==> config.mk <==
export PLATFORM = sky130hd
export DESIGN_NAME = freq_meter
export DESIGN_NICKNAME = d
export VERILOG_FILES = /design/src/rtl/freq_meter_pkg.sv /design/src/rtl/sync_edge_det.sv /design/src/rtl/freq_meter.sv
export SDC_FILE = /design/constraint.sdc
export NUM_CORES = 1
export LEC_CHECK = 0
export BUFFER_PORTS_ARGS = -buffer_cell sky130_fd_sc_hd__buf_2
export CORE_UTILIZATION = 53
export DETAILED_ROUTE_END_ITERATION = 16
export PLACE_DENSITY = 0.84
export SLEW_MARGIN = 10
export SYNTH_ARGS = -nofsm -noshare
export SYNTH_HDL_FRONTEND = slang
export SYNTH_SLANG_ARGS = --single-unit
==> constraint.sdc <==
create_clock -name clkC -period 1.8 [get_ports clkC]
set_clock_uncertainty 0.05 [all_clocks]
set_input_delay 0.45 -clock clkC [delete_from_list [all_inputs] [get_ports clkC]]
set_output_delay 0.45 -clock clkC [all_outputs]
set_load 0.01 [all_outputs]
==> src/rtl/freq_meter_pkg.sv <==
// Shared definitions for the frequency meter: FSM state encoding, the default
// base gate length and the gate_sel -> window-length shift table.
package freq_meter_pkg;

    localparam int unsigned BASE_GATE_DEF = 1024;

    // FSM state encoding
    localparam int unsigned STATE_W = 1;
    localparam logic [0:0]  ST_IDLE = 1'b0;
    localparam logic [0:0]  ST_GATE = 1'b1;

    // Window = BASE_GATE * 4^gate_sel, i.e. a left shift by 2*gate_sel.
    localparam logic [3:0][2:0] GATE_SHIFT_TBL = {3'd6, 3'd4, 3'd2, 3'd0};

    function automatic logic [2:0] gate_shift(input logic [1:0] sel);
        return GATE_SHIFT_TBL[sel];
    endfunction

endpackage

==> src/rtl/sync_edge_det.sv <==
// Two-flop synchronizer followed by a registered rising-edge detector.
// Ports:
//   clk_i   - sampling clock
//   rst_i   - synchronous active-high reset
//   sig_i   - asynchronous input signal
//   pulse_o - one-cycle pulse, 3 cycles after each rising edge of sig_i
module sync_edge_det (
    input  logic clk_i,
    input  logic rst_i,
    input  logic sig_i,
    output logic pulse_o
);

    logic sync1_q;
    logic sync2_q;
    logic prev_q;
    logic pulse_q;

    // Synchronizer, history flop and edge pulse register
    always_ff @(posedge clk_i) begin
        if (rst_i) begin
            sync1_q <= 1'b0;
            sync2_q <= 1'b0;
            prev_q  <= 1'b0;
            pulse_q <= 1'b0;
        end else begin
            sync1_q <= sig_i;
            sync2_q <= sync1_q;
            prev_q  <= sync2_q;
            pulse_q <= sync2_q & ~prev_q;
        end
    end

    assign pulse_o = pulse_q;

endmodule

==> src/rtl/freq_meter.sv <==
// Gated frequency meter: counts rising edges of sig_in over a window of
// BASE_GATE * 4^gate_sel clkC cycles, in single-shot or continuous mode.
// Ports:
//   clkC     - clock
//   reset    - synchronous active-high reset
//   sig_in   - measured signal (asynchronous)
//   start    - single-cycle measurement request (ignored while busy)
//   cont     - continuous mode, re-arm after each window
//   gate_sel - window length select, sampled at window start
//   count    - edges counted in the last completed window (saturating)
//   valid    - one-cycle pulse when count/overflow update
//   busy     - high while a window is open
//   overflow - last window's edge count exceeded the counter range
module freq_meter
    import freq_meter_pkg::*;
#(
    parameter int unsigned CNT_W     = 24,
    parameter int unsigned BASE_GATE = BASE_GATE_DEF
) (
    input  logic             clkC,
    input  logic             reset,
    input  logic             sig_in,
    input  logic             start,
    input  logic             cont,
    input  logic [1:0]       gate_sel,
    output logic [CNT_W-1:0] count,
    output logic             valid,
    output logic             busy,
    output logic             overflow
);

    localparam int unsigned     GATE_W  = $clog2(BASE_GATE * 64) + 1;
    localparam logic [CNT_W-1:0] CNT_MAX = {CNT_W{1'b1}};

    logic [STATE_W-1:0] state_q,    state_d;
    logic [GATE_W-1:0]  gate_cnt_q, gate_cnt_d;
    logic [CNT_W-1:0]   edge_cnt_q, edge_cnt_d;
    logic               edge_ovf_q, edge_ovf_d;
    logic [CNT_W-1:0]   count_q,    count_d;
    logic               overflow_q, overflow_d;
    logic               valid_q,    valid_d;
    logic               busy_q,     busy_d;

    logic               edge_pulse;
    logic [GATE_W-1:0]  win_len_c;
    logic [CNT_W-1:0]   cnt_inc_c;
    logic               ovf_inc_c;
    logic               last_c;

    sync_edge_det u_sync_edge_det (
        .clk_i   (clkC),
        .rst_i   (reset),
        .sig_i   (sig_in),
        .pulse_o (edge_pulse)
    );

    // Window length for the currently presented gate_sel
    assign win_len_c = GATE_W'(BASE_GATE) << gate_shift(gate_sel);

    // Current GATE cycle is the last one of the window
    assign last_c = (gate_cnt_q == GATE_W'(1));

    // Saturating edge count including this cycle's pulse
    always_comb begin
        cnt_inc_c = edge_cnt_q;
        ovf_inc_c = edge_ovf_q;
        if (edge_pulse) begin
            if (edge_cnt_q == CNT_MAX) begin
                ovf_inc_c = 1'b1;
            end else begin
                cnt_inc_c = edge_cnt_q + CNT_W'(1);
            end
        end
    end

    // Next-state and output logic
    always_comb begin
        state_d    = state_q;
        gate_cnt_d = gate_cnt_q;
        edge_cnt_d = edge_cnt_q;
        edge_ovf_d = edge_ovf_q;
        count_d    = count_q;
        overflow_d = overflow_q;
        valid_d    = 1'b0;

        case (state_q)
            ST_IDLE: begin
                if (start) begin
                    state_d    = ST_GATE;
                    gate_cnt_d = win_len_c;
                    edge_cnt_d = '0;
                    edge_ovf_d = 1'b0;
                end
            end
            ST_GATE: begin
                gate_cnt_d = gate_cnt_q - GATE_W'(1);
                edge_cnt_d = cnt_inc_c;
                edge_ovf_d = ovf_inc_c;
                if (last_c) begin
                    count_d    = cnt_inc_c;
                    overflow_d = ovf_inc_c;
                    valid_d    = 1'b1;
                    if (cont) begin
                        // Back-to-back window starts in the valid cycle
                        gate_cnt_d = win_len_c;
                        edge_cnt_d = '0;
                        edge_ovf_d = 1'b0;
                    end else begin
                        state_d = ST_IDLE;
                    end
                end
            end
            default: begin
                state_d = ST_IDLE;
            end
        endcase

        busy_d = (state_d == ST_GATE);
    end

    // State and output registers
    always_ff @(posedge clkC) begin
        if (reset) begin
            state_q    <= ST_IDLE;
            gate_cnt_q <= '0;
            edge_cnt_q <= '0;
            edge_ovf_q <= 1'b0;
            count_q    <= '0;
            overflow_q <= 1'b0;
            valid_q    <= 1'b0;
            busy_q     <= 1'b0;
        end else begin
            state_q    <= state_d;
            gate_cnt_q <= gate_cnt_d;
            edge_cnt_q <= edge_cnt_d;
            edge_ovf_q <= edge_ovf_d;
            count_q    <= count_d;
            overflow_q <= overflow_d;
            valid_q    <= valid_d;
            busy_q     <= busy_d;
        end
    end

    assign count    = count_q;
    assign overflow = overflow_q;
    assign valid    = valid_q;
    assign busy     = busy_q;

endmodule
## After elaboration in Yosys (flattened, before gate mapping)

Cells that the tools add are included.

| operators by class | value |
|---|---|
| $lt $le $gt $ge | 1 |
| bitwise operators | 3 |
| reduce and logical (&&, ||, !) cells | 2 |
| add/sub/neg operators | 2 |
| equality and inequality tests | 3 |
| multiplexer cells | 23 |
| shift operators | 1 |

Operator list:

| operator | count |
|---|---|
| 24-bit two-way mux | 5 |
| 17-bit two-way mux | 3 |
| 24-bit one-hot mux with 2 select lines | 1 |
| 17-bit one-hot mux with 2 select lines | 1 |
| 24-bit by 1-bit adder with 24-bit output, second input constant | 1 |
| 24-bit == test, second input constant | 1 |
| 17-bit by 1-bit == test with 1-bit output, second input constant | 1 |
| 11-bit by 3-bit << shifter with 17-bit output, first input constant | 1 |
| 17-bit by 1-bit subtractor with 17-bit output, second input constant | 1 |
| 1-bit two-way mux | 9 |
| 3-bit binary-select mux with 2-bit select | 1 |
| 1-bit one-hot mux with 2 select lines | 2 |
| 2-bit by 3-bit less-than comparator with 1-bit output, second input constant | 1 |
| 3-bit two-way mux | 1 |
| 2-bit inequality test, second input constant | 1 |
| 1-bit NOT | 2 |
| 2-bit AND reduction | 1 |
| 2-bit OR reduction | 1 |
| 1-bit bitwise AND | 1 |

| word-level totals | value |
|---|---|
| flip-flop bits (word level) | 73 |
| word-level logic and storage cells | 46 |

## Depth between registers and ports, before layout

Gate-level depths: netlist of run 1.

| logic depth | value |
|---|---|
| word-level depth | 6 |
| gate-level depth with buffers | 8 |
| gate-level depth less buffers | 7 |

## Hierarchy

Synthesis of run 1 repeated with hierarchy kept, for this count alone.

| unflattened totals | value |
|---|---|
| cell total of the unflattened synthesis | 441 |
| area total of the unflattened synthesis | 3652.3 µm² |

Modules (own cells, without submodules):

| module | area an instance (µm²) | seq. area each (µm²) | instances | cells an instance |
|---|---|---|---|---|
| freq_meter | 3540.9 | 1381.3 | 1 | 433 |
| sync_edge_det | 111.4 | 80.1 | 1 | 8 |

## Least setup slack after synthesis of run 1

Ideal clock, no wire load.

| timing path | value |
|---|---|
| kind | register to register |
| start point | register edge_cnt_q[0] |
| end point | register edge_cnt_q[13] |
| required time | 1.629 ns |
| path slack | -0.142 ns |
| cell stages (with the launch flop) | 8 |
| library setup time | 0.121 ns |
| arrival | 1.771 ns |
| path through | dfxtp_1 > ha_1 > nand4_1 > nor2_1 > buf_2 > a211oi_2 > and2_1 > mux2_2 |

| between the ends | value |
|---|---|
| longest elaborated chain between the ends | 6 |
| elaborated cells between the ends (all ways) | 7 |
| classes of those cells | add/sub (1); eq/ne (1); mux (5) |

Ends and longest elaborated chain:

| item | RTL line | RTL |
|---|---|---|
| start: declaration | freq_meter.sv:37 | `logic [CNT_W-1:0] edge_cnt_q, edge_cnt_d;` |
| start signal: assignment | freq_meter.sv:135 | `edge_cnt_q <= edge_cnt_d;` |
| 24-bit by 1-bit adder with 24-bit output / 24-bit == test (equally long branches) | freq_meter.sv:71, freq_meter.sv:68 |  |
| 24-bit two-way mux (*) | freq_meter.sv:68 | `if (edge_cnt_q == CNT_MAX) begin` |
| 24-bit two-way mux (*) | freq_meter.sv:67 | `if (edge_pulse) begin` |
| 24-bit two-way mux | freq_meter.sv:103 | `if (cont) begin` |
| 24-bit two-way mux (*) | freq_meter.sv:99 | `if (last_c) begin` |
| 24-bit one-hot mux with 2 select lines (*) | freq_meter.sv:86 | `case (state_q)` |

Every way passes the cells marked *; elsewhere a longest branch is shown, timed or not.
A chain may end at the register's enable or synchronous reset.

## Worst setup path after layout of run 1

| timing path | value |
|---|---|
| start point | register edge_cnt_q[21] |
| end point | register edge_cnt_q[23] |

The elaborated chain is that of the path after synthesis.

==> results of run 1 <==
## per-stage QoR
| step | instance area, sq um | utilization | TNS, ns | std cells | setup slack [ns] |
|---|---|---|---|---|---|
| 5_1_grt | 5860 | 0.867 | -10.98 | 676 | -0.570 |
| 4_1_cts | 5080 | 0.753 | -0.158 | 651 | -0.0783 |
| 3_5_place_dp | 4570 | 0.676 | -4.94 | 616 | -0.179 |
| 3_3_place_gp | 4570 | 0.676 | -0.781 | 616 | -0.0959 |
| 6_report | 5860 | 0.867 | -7.73 | 676 | -0.425 |
| 2_1_floorplan | 3730 | - | 0 | 440 | 0.00452 |
## routing by layer
metal  vias to the layer above  GRT usage  wire length (microns)  part of all wire
met5                         -          0                      0                 0
met2                       453      0.599                   8220              0.46
met3                       183     0.0798                   2080              0.12
li1                       1912          -                      -                 -
met1                      2222      0.388                   5860              0.33
met4                         0      0.192                   1760             0.098
## worst max path at each step
stage,cells past startpoint,slack (ns),start,end
floorplan,6,0.005,edge_cnt_q[3],edge_cnt_q[11]
global placement,5,-0.1,edge_cnt_q[18],edge_cnt_q[17]
detailed placement,5,-0.18,edge_cnt_q[10],edge_cnt_q[13]
CTS,5,-0.08,edge_cnt_q[6],edge_cnt_q[17]
global route,7,-0.57,edge_cnt_q[21],edge_cnt_q[23]
finish,7,-0.42,edge_cnt_q[21],edge_cnt_q[23]
## cells by family after synthesis
kind of cell,after synthesis
buf+inv,44
xor+xnor,30
fa+ha+maj,3
simple gates,162
mux,6
compound gates,122
flops,73
## area by class of cell
class	instances	area (sq um)	area share
clock buffers	11	141	0.0241
clock inverters	5	31.3	0.00534
inverters	18	67.6	0.0115
multi-input cells	323	2600	0.444
flip-flops and latches	73	1500	0.256
well taps	80	100	0.0171
repair buffers	166	1420	0.242
## repair_timing
item,4_1_cts,5_1_grt
buffers inserted,16,23
pin swaps,20,51
cloned,3,4
endpoints found under the setup margin,61,65
gates resized for setup,44,140
## placed cells by master (no fill, tap or decap), types with 10 or more instances in the layout
master,synthesis,routed
buf_2,9,33
xnor2_1,27,23
nor2_2,0,12
o21ai_1,5,17
inv_1,18,17
nand3_1,14,10
clkbuf_8,0,10
nand4_1,13,13
nor2_1,52,32
dfxtp_1,73,56
a211oi_2,3,12
dfxtp_2,0,10
a31oi_1,12,10
buf_6,0,29
or3_1,12,12
a21oi_1,30,23
buf_4,1,94
a211oi_1,24,13
nand2_1,21,15
## power by group through the flow
stage	Combinational (W)	Clock (W)	Sequential, W
floorplan	0.000505	0	0.00182
global placement	0.000852	0	0.00179
detailed placement	0.000876	0	0.00180
CTS	0.00101	0.00116	0.00178
global route	0.00142	0.00128	0.00180
finish	0.00137	0.00121	0.00179
==> results_dict.tcl, run 1 <==
set metrics [dict create \
    synthAdderAreaFrac 0.0102 \
    cts_root_buffer "clkbuf_8" \
    p_switching_w 0.00153 \
    yosys.area_share.simple 0.233 \
    slew_headroom 0.540 \
    synth_area_leader_cell "dfxtp_1" \
    ys_seq_area_frac 0.397 \
    crit_slowest_cell "nor4_4" \
    status "finished, violations left" \
    die_h_microns 85.4 \
    netlist.area_leader.share 0.397 \
    remaining_drc_errors 0 \
    reg2reg_to "edge_cnt_q[23]" \
    first_iter_violations 759 \
    totalWireLength_mm 17.9 \
    drive_above_1_share 0.498 \
    worstHoldStart "sig_in" \
    r2r-start "edge_cnt_q[21]" \
    synthMuxAreaShare 0.0166 \
    p_clk_frac 0.277 \
    min_path_cells 2 \
    setup_viol 60 \
    reg2reg_slack_ns -0.42 \
    grt_usage 0.344 \
    fp.coreArea_sq_mm 0.00676 \
    netlist_area_sq_mm 0.00368 \
    synth_nets 450 \
    nets 601 \
    antenna_cells 0 \
    power.leakage_nw 2.29 \
    critPathKind "register to register" \
    synth-main-ff-cell "dfxtp_1" \
    endpoint_kind "register" \
    synthArstFlopShare 0 \
    synth_top_family_by_area "simple AND/OR/NAND/NOR gates" \
    floorplan.initialDensity 0.545 \
    violations "setup timing" \
    clk_pin_slew_worst_paths_ns 0.09 \
    pin_count 34 \
    yosysWarnings 0 \
    globalplace.congestion 0.959 \
    pwr-share-seq 0.409 \
    antenna_found_initial 0 \
    startpoint_type "register" \
    worst_ir_drop_vdd_mv 0.644 \
    dieWidth_microns 85.4 \
    cpPeakStageDelay_ns 0.54 \
    area_growth_pct 59.0 \
    cp.arrival_ns 2.47 \
    drt_pass1_iterations 8 \
    combPwrFrac 0.314 \
    p_per_area_mw_per_mm2 748 \
    rr_worst_depth 7 \
    rsz0062_at_grt "yes" \
    tightestPinTransition_ns 0.690 \
    wire_per_inst_microns 26.5 \
    numCtsBuffers 9 \
    hold_end "u_sync_edge_det.sync1_q" \
    synth_cell_type_count 60 \
    port_buffers 33 \
    synth_common_cells "73 x dfxtp_1, 52 x nor2_1, 30 x a21oi_1" \
    clkSinkCount 73 \
    required_ns 2.05 \
    p_int_w 0.00285 \
    dieArea_sq_mm 0.00729 \
    hold_slack_ns 0.283 \
    grt.overflow.total 0 \
    setup_slack_ns -0.425 \
    synth_area_leaders "dfxtp_1 40%, xnor2_1 6.4%, nor2_1 5.3%" \
    crit_fanout 5 \
    grt_pass1_vias 4123 \
    syn_area_per_cell_sq_um 8.37 \
    drv_cap 0 \
    switching_share 0.349 \
    holdBufCountCts 0 \
    insertion_delay_ns 0.37 \
    fill_cells 296 \
    synthXorXnorAreaFrac 0.0713 \
    dp_hpwl_mm 7.19 \
    antenna_left 0 \
    routed_via_density 7.06 \
    cts_max_level 3 \
    num_rows 30 \
    synth_edf_count 0 \
    num_vias 4770 \
    timing.fmax_mhz 449 \
    min_period_ns 2.22 \
    total_power_w 0.00438 \
    cp.buffers_inverters 2 \
    synth-compound-area-share 0.224 \
    hold_viol 0 \
    yosysMostFrequentCell "dfxtp_1" \
    fin_crit_sh 1.24 \
    cts.path.max_buffers 2 \
    grt_max_degree 24 \
    cp_cell_sequence "buf_4 -> nand3_1 -> nor4_4 -> o2111ai_4 -> buf_6 -> or3_1 -> o21ai_0" \
    final_max_slew_viol_count 0 \
    ys_ff_latch 73 \
    synthCells 440 \
    hold_class "input port to register" \
    crit_family "simple AND/OR/NAND/NOR gates" \
    cts_tree "done" \
    grt_pass1_wl_mm 19.5 \
]
(Power assumes the default switching activity.)
==> run 2, diff against run 1 <==
--- a/config.mk
+++ b/config.mk
@@ -9,7 +9,9 @@
 export CORE_UTILIZATION = 53
 export DETAILED_ROUTE_END_ITERATION = 16
 export PLACE_DENSITY = 0.84
+export SKIP_CTS_REPAIR_TIMING = 1
 export SLEW_MARGIN = 10
 export SYNTH_ARGS = -nofsm -noshare
 export SYNTH_HDL_FRONTEND = slang
+export SYNTH_HIERARCHICAL = 1
 export SYNTH_SLANG_ARGS = --single-unit
==> run 2 against run 1 <==
Net effect: the run still ends with setup timing left; global-route usage is 4.3 points lower; first-iteration DRC count is 19% lower; flip-flop and latch count stayed put; critical path type unchanged; critical endpoint is now gate_cnt_q[16]; largest cell class unchanged; largest power group unchanged; highest routed layer unchanged.
==> results_dict.tcl, run 2 <==
set metrics [dict create \
    status "finished, violations left" \
    violations "setup timing" \
    crit_family "buffers and inverters" \
    die_h_microns 85.0 \
    critPathKind "register to register" \
    antenna_cells 0 \
    remaining_drc_errors 0 \
    synth-main-ff-cell "dfxtp_1" \
    netlist.area_leader.share 0.400 \
    synth_cell_type_count 53 \
    synthArstFlopShare 0 \
    cp.buffers_inverters 4 \
    final_cell_mix "71 x buf_4, 58 x dfxtp_1, 34 x buf_2" \
    startpoint_type "register" \
    totalWireLength_mm 17.4 \
    total_power_w 0.00456 \
    grt_max_degree 48 \
    drt_pass1_iterations 6 \
    power.leakage_nw 2.18 \
    netlist_area_sq_mm 0.00365 \
    final_max_slew_viol_count 0 \
    fp.coreArea_sq_mm 0.00649 \
    dpl.cell_count 599 \
    ys_seq_area_frac 0.400 \
    min_period_ns 2.07 \
    hold_viol 0 \
    wire_per_inst_microns 26.8 \
    grt_pass1_wl_mm 17.3 \
    rsz0062_at_grt "yes" \
    yosysWarnings 6 \
    required_ns 2.05 \
    floorplan.initialDensity 0.562 \
    hold_class "input port to register" \
    synth_nets 451 \
    grt_usage 0.301 \
    synth_common_cells "73 x dfxtp_1, 46 x nor2_1, 37 x a21oi_1" \
    place_area_sq_mm 0.00451 \
    synthCells 441 \
    crit_fanout 8 \
    num_vias 4805 \
    fin_area_sq_mm 0.00586 \
    insertion_delay_ns 0.38 \
    grt.overflow.total 0 \
    dieArea_sq_mm 0.00723 \
    synth_area_leader_cell "dfxtp_1" \
    cts_tree "done" \
    fin_cells 648 \
    slew_headroom 0.687 \
    routed_via_density 7.42 \
    endpoint_kind "register" \
    synth_area_leaders "dfxtp_1 40%, a21oi_1 5.1%, nor2_1 4.7%" \
    ys_ff_latch 73 \
    dp_hpwl_mm 7.19 \
    syn_area_per_cell_sq_um 8.28 \
    tightestPinTransition_ns 0.469 \
    worst_ir_drop_vdd_mv 1.26 \
    drive_above_1_share 0.511 \
    setup_slack_ns -0.272 \
    nets 576 \
    place_ws_ns -0.167 \
    cpPeakStageDelay_ns 0.35 \
    fin_crit_sh 1.15 \
    timing.fmax_mhz 483 \
    layout_commonest_cell "buf_4" \
    clk_pin_slew_worst_paths_ns 0.08 \
    clkSinkCount 73 \
    p_per_area_mw_per_mm2 778 \
    pin_count 34 \
    cp_cell_sequence "nor4_2 -> buf_4 -> nand4_1 -> buf_6 -> nor2_4 -> buf_6 -> clkbuf_16 -> a41oi_2 -> o22ai_1" \
    yosysMostFrequentCell "dfxtp_1" \
    crit_top_cell "buf_6" \
    numCtsBuffers 9 \
    synth_edf_count 0 \
    port_buffers 33 \
    first_iter_violations 618 \
    antenna_found_initial 0 \
    num_rows 29 \
    tns_ns -9.10 \
    cts.path.max_buffers 2 \
    crit_slowest_cell "dfxtp_1" \
    dieWidth_microns 85.0 \
    setup_viol 66 \
    antenna_left 0 \
    cts_max_level 3 \
    drv_cap 0 \
    globalplace.congestion 0.850 \
    grt_pass1_vias 3731 \
    area_growth_pct 60.4 \
    cts_root_buffer "clkbuf_8" \
    cp.arrival_ns 2.32 \
]
run 2: changes by cell type after synthesis, sizes merged, moves of 6 or more:
cell | before | now
xnor2 | 27 | 17
a31oi | 12 | 23
a21oi | 31 | 37
o21ai | 25 | 18
nand2b | 2 | 15
nor2 | 52 | 46
or3 | 13 | 6
run 2: area by class of cell:
| type | instances | area [sq um] |
|---|---|---|
| Clock buffer | 12 | 165 |
| Clock inverter | 4 | 50.0 |
| Fill cell | 228 | 636 |
| Inverter | 13 | 48.8 |
| Multi-Input combinational cell | 326 | 2730 |
| Sequential cell | 73 | 1480 |
| Tap cell | 77 | 96.3 |
| Timing Repair Buffer | 143 | 1290 |
run 2: stage by stage:
step,util,hold WS [ns]
after detailed placement,0.694,0.363
after global routing,0.902,0.278
final,0.902,0.267
after CTS,0.727,0.258
after floorplan,-,0.337
after global placement,0.694,0.344
run 2: kinds of logic (layout without fill, tap and decap cells):
| logic type | Yosys count | in the layout | synth area share |
|---|---|---|---|
| DFF | 73 | 73 | 0.400 |
| AOI/OAI and AO/OA | 128 | 128 | 0.223 |
| buffers and inverters | 42 | 172 | 0.0466 |
| adders and majority gates | 3 | 3 | 0.0103 |
| and+or+nand+nor | 169 | 169 | 0.256 |
| muxes | 4 | 4 | 0.0110 |
| xor gates and xnor gates | 22 | 22 | 0.0528 |
run 2: worst register-to-register path, delay by kind of cell (launching register included):
kind                   cells  cell delay [ns]
buffers and inverters      4             0.69
AND/OR/NAND/NOR            3             0.59
flip-flops                 1             0.35
AO/OA/AOI/OAI              2             0.32
run 2: worst paths after layout:
kind / startpoint / slack, ns / endpoint / depth (start not counted)
worst max-delay path: gate_cnt_q[15] / -0.27 / gate_cnt_q[16] / 9
worst min-delay path: sig_in / 0.27 / u_sync_edge_det/sync1_q / 2
worst max register to register: gate_cnt_q[15] / -0.27 / gate_cnt_q[16] / 9
worst min register to register: u_sync_edge_det/prev_q / 0.40 / u_sync_edge_det/pulse_o / 1
run 2: power breakdown:
part | internal (W) | switching, W | leakage [nW] | total, W
clock | 0.000752 | 0.000713 | 0.105 | 0.00147
sequential | 0.00171 | 0.000104 | 0.599 | 0.00181
combinational | 0.000548 | 0.000736 | 1.48 | 0.00128
run 2: per-layer routing:
layer  wire, microns  share of wire  GRT usage  vias to the layer above
met4            1550          0.089      0.157                        0
li1                -              -          -                     1893
met1            6070           0.35      0.348                     2220
met3            2020           0.12     0.0438                      185
met5               0              0          0                        -
met2            7710           0.44      0.538                      507
==> run 3, diff against run 2 <==
--- a/config.mk
+++ b/config.mk
@@ -6,9 +6,9 @@
 export NUM_CORES = 1
 export LEC_CHECK = 0
 export BUFFER_PORTS_ARGS = -buffer_cell sky130_fd_sc_hd__buf_2
-export CORE_UTILIZATION = 53
+export CORE_UTILIZATION = 39
 export DETAILED_ROUTE_END_ITERATION = 16
-export PLACE_DENSITY = 0.84
+export PLACE_DENSITY = 0.67
 export SKIP_CTS_REPAIR_TIMING = 1
 export SLEW_MARGIN = 10
 export SYNTH_ARGS = -nofsm -noshare
==> run 3 against run 2 <==
Net effect: the flow still finishes with violations (setup timing); via count is 18% lower; register-to-register slack improved by 0.12 ns; flip-flop and latch count unchanged; clock power fell by 15%; wire length is 30% lower; utilization down 28 points; total power fell by 10%; critical path type unchanged; critical endpoint is now edge_cnt_q[22]; highest routed layer unchanged.
==> results_dict.tcl, run 3 (synthesis gave the netlist of run 2 again) <==
set metrics [dict create \
    remaining_drc_errors 0 \
    reg2reg_slack_ns -0.15 \
    startpoint_type "register" \
    p_clk_frac 0.305 \
    cts_root_buffer "clkbuf_8" \
    nets 567 \
    rsz0062_at_grt "yes" \
    cts_max_level 3 \
    endpoint_kind "register" \
    combPwrFrac 0.257 \
    timing.fmax_mhz 513 \
    violations "setup timing" \
    critPathKind "register to register" \
    grt.overflow.total 0 \
    antenna_left 0 \
    antenna_found_initial 0 \
    total_power_w 0.00410 \
    setup_slack_ns -0.149 \
    worst_ir_drop_vdd_mv 0.559 \
    clk_pin_slew_worst_paths_ns 0.08 \
    numCtsBuffers 9 \
    num_vias 3941 \
    grt_pass1_wl_mm 16.3 \
    required_ns 2.04 \
    num_rows 34 \
    fin_crit_sh 1.08 \
    routed_via_density 5.88 \
    hold_viol 0 \
    grt_pass1_vias 3498 \
    die_h_microns 98.8 \
    port_buffers 33 \
    cts_tree "done" \
    crit_fanout 4 \
    globalplace.congestion 0.886 \
    fill_cells 708 \
    layout_commonest_cell "buf_4" \
    reg2reg_to "edge_cnt_q[22]" \
    crit_slowest_cell "or4_4" \
    r2r-start "edge_cnt_q[8]" \
    status "finished, violations left" \
    startpoint "edge_cnt_q[8]" \
    drt_pass1_iterations 5 \
    rr_worst_depth 5 \
    antenna_cells 0 \
    pwr-share-seq 0.438 \
    final_max_slew_viol_count 0 \
    grt_usage 0.210 \
    fp.coreArea_sq_mm 0.00889 \
    pin_count 34 \
    tightestPinTransition_ns 0.501 \
    clkSinkCount 73 \
    wire_per_inst_microns 18.2 \
    floorplan.initialDensity 0.411 \
    fin_cells 670 \
    min_period_ns 1.95 \
    hold_class "input port to register" \
    p_int_w 0.00283 \
    setup_viol 41 \
    switching_share 0.312 \
    dp_hpwl_mm 7.18 \
    cts.path.max_buffers 2 \
    area_growth_pct 51.4 \
    dpl.cell_count 636 \
    dieArea_sq_mm 0.00976 \
    cp_cell_sequence "nand4_4 -> or3_4 -> or4_4 -> or3_1 -> o21ai_1" \
    slew_headroom 0.666 \
    cp-endpoint "edge_cnt_q[22]" \
    dieWidth_microns 98.8 \
    insertion_delay_ns 0.36 \
    drv_cap 0 \
    drive_above_1_share 0.464 \
    p_switching_w 0.00128 \
    p_per_area_mw_per_mm2 743 \
    cpPeakStageDelay_ns 0.47 \
    hold_slack_ns 0.267 \
    final_cell_mix "78 x buf_4, 63 x dfxtp_1, 34 x nor2_1" \
    first_iter_violations 196 \
    grt_max_degree 39 \
    cp.arrival_ns 2.19 \
    totalWireLength_mm 12.2 \
    power.leakage_nw 2.04 \
]
run 3: metal layers:
layer / global-route usage / share of wire
met5: 0 / 0
met3: 0.0539 / 0.046
met4: 0.0804 / 0.042
met2: 0.379 / 0.51
met1: 0.235 / 0.40
run 3: final cells by class:
cell class / instances / area [sq um] / share of cell area
inverters: 13 / 48.8 / 0.00883
flip-flops and latches: 73 / 1480 / 0.267
multi-input cells: 327 / 2580 / 0.467
clock inverters: 6 / 58.8 / 0.0106
repair buffers: 133 / 1100 / 0.199
well taps: 108 / 135 / 0.0244
clock buffers: 10 / 128 / 0.0231
run 3: critical path, delay by kind of cell, from the launching register on:
family,cells,cell delay (ns)
simple gates,4,1.39
compound gates,1,0.08
flops,1,0.37
run 3: through the flow:
step | utilization | worst slack (ns) | cell area, sq um | setup TNS [ns]
after global placement | 0.516 | -0.118 | 4590 | -1.62
after detailed placement | 0.516 | -0.184 | 4590 | -3.69
final | 0.622 | -0.149 | 5530 | -2.43
after CTS | 0.537 | -0.204 | 4780 | -4.96
after floorplan | - | -0.178 | 3780 | -0.859
after global routing | 0.622 | -0.210 | 5530 | -6.50
run 3: how the worst min path moves through the flow:
stage / end / depth (start not counted) / slack (ns) / from
floorplan: u_sync_edge_det/pulse_o / 1 / 0.34 / u_sync_edge_det/prev_q
global placement: u_sync_edge_det/pulse_o / 1 / 0.35 / u_sync_edge_det/prev_q
detailed placement: u_sync_edge_det/pulse_o / 1 / 0.35 / u_sync_edge_det/prev_q
CTS: u_sync_edge_det/sync1_q / 2 / 0.27 / sig_in
global route: u_sync_edge_det/sync1_q / 2 / 0.26 / sig_in
finish: u_sync_edge_det/sync1_q / 2 / 0.27 / sig_in
run 3: power by group through the flow:
stage          registers (W)  logic (W)  clock network (W)
2_1_floorplan        0.00184   0.000470                  0
3_3_place_gp         0.00181   0.000808                  0
3_5_place_dp         0.00181   0.000841                  0
4_1_cts              0.00177   0.000845            0.00126
5_1_grt              0.00181    0.00114            0.00133
6_report             0.00180    0.00106            0.00125
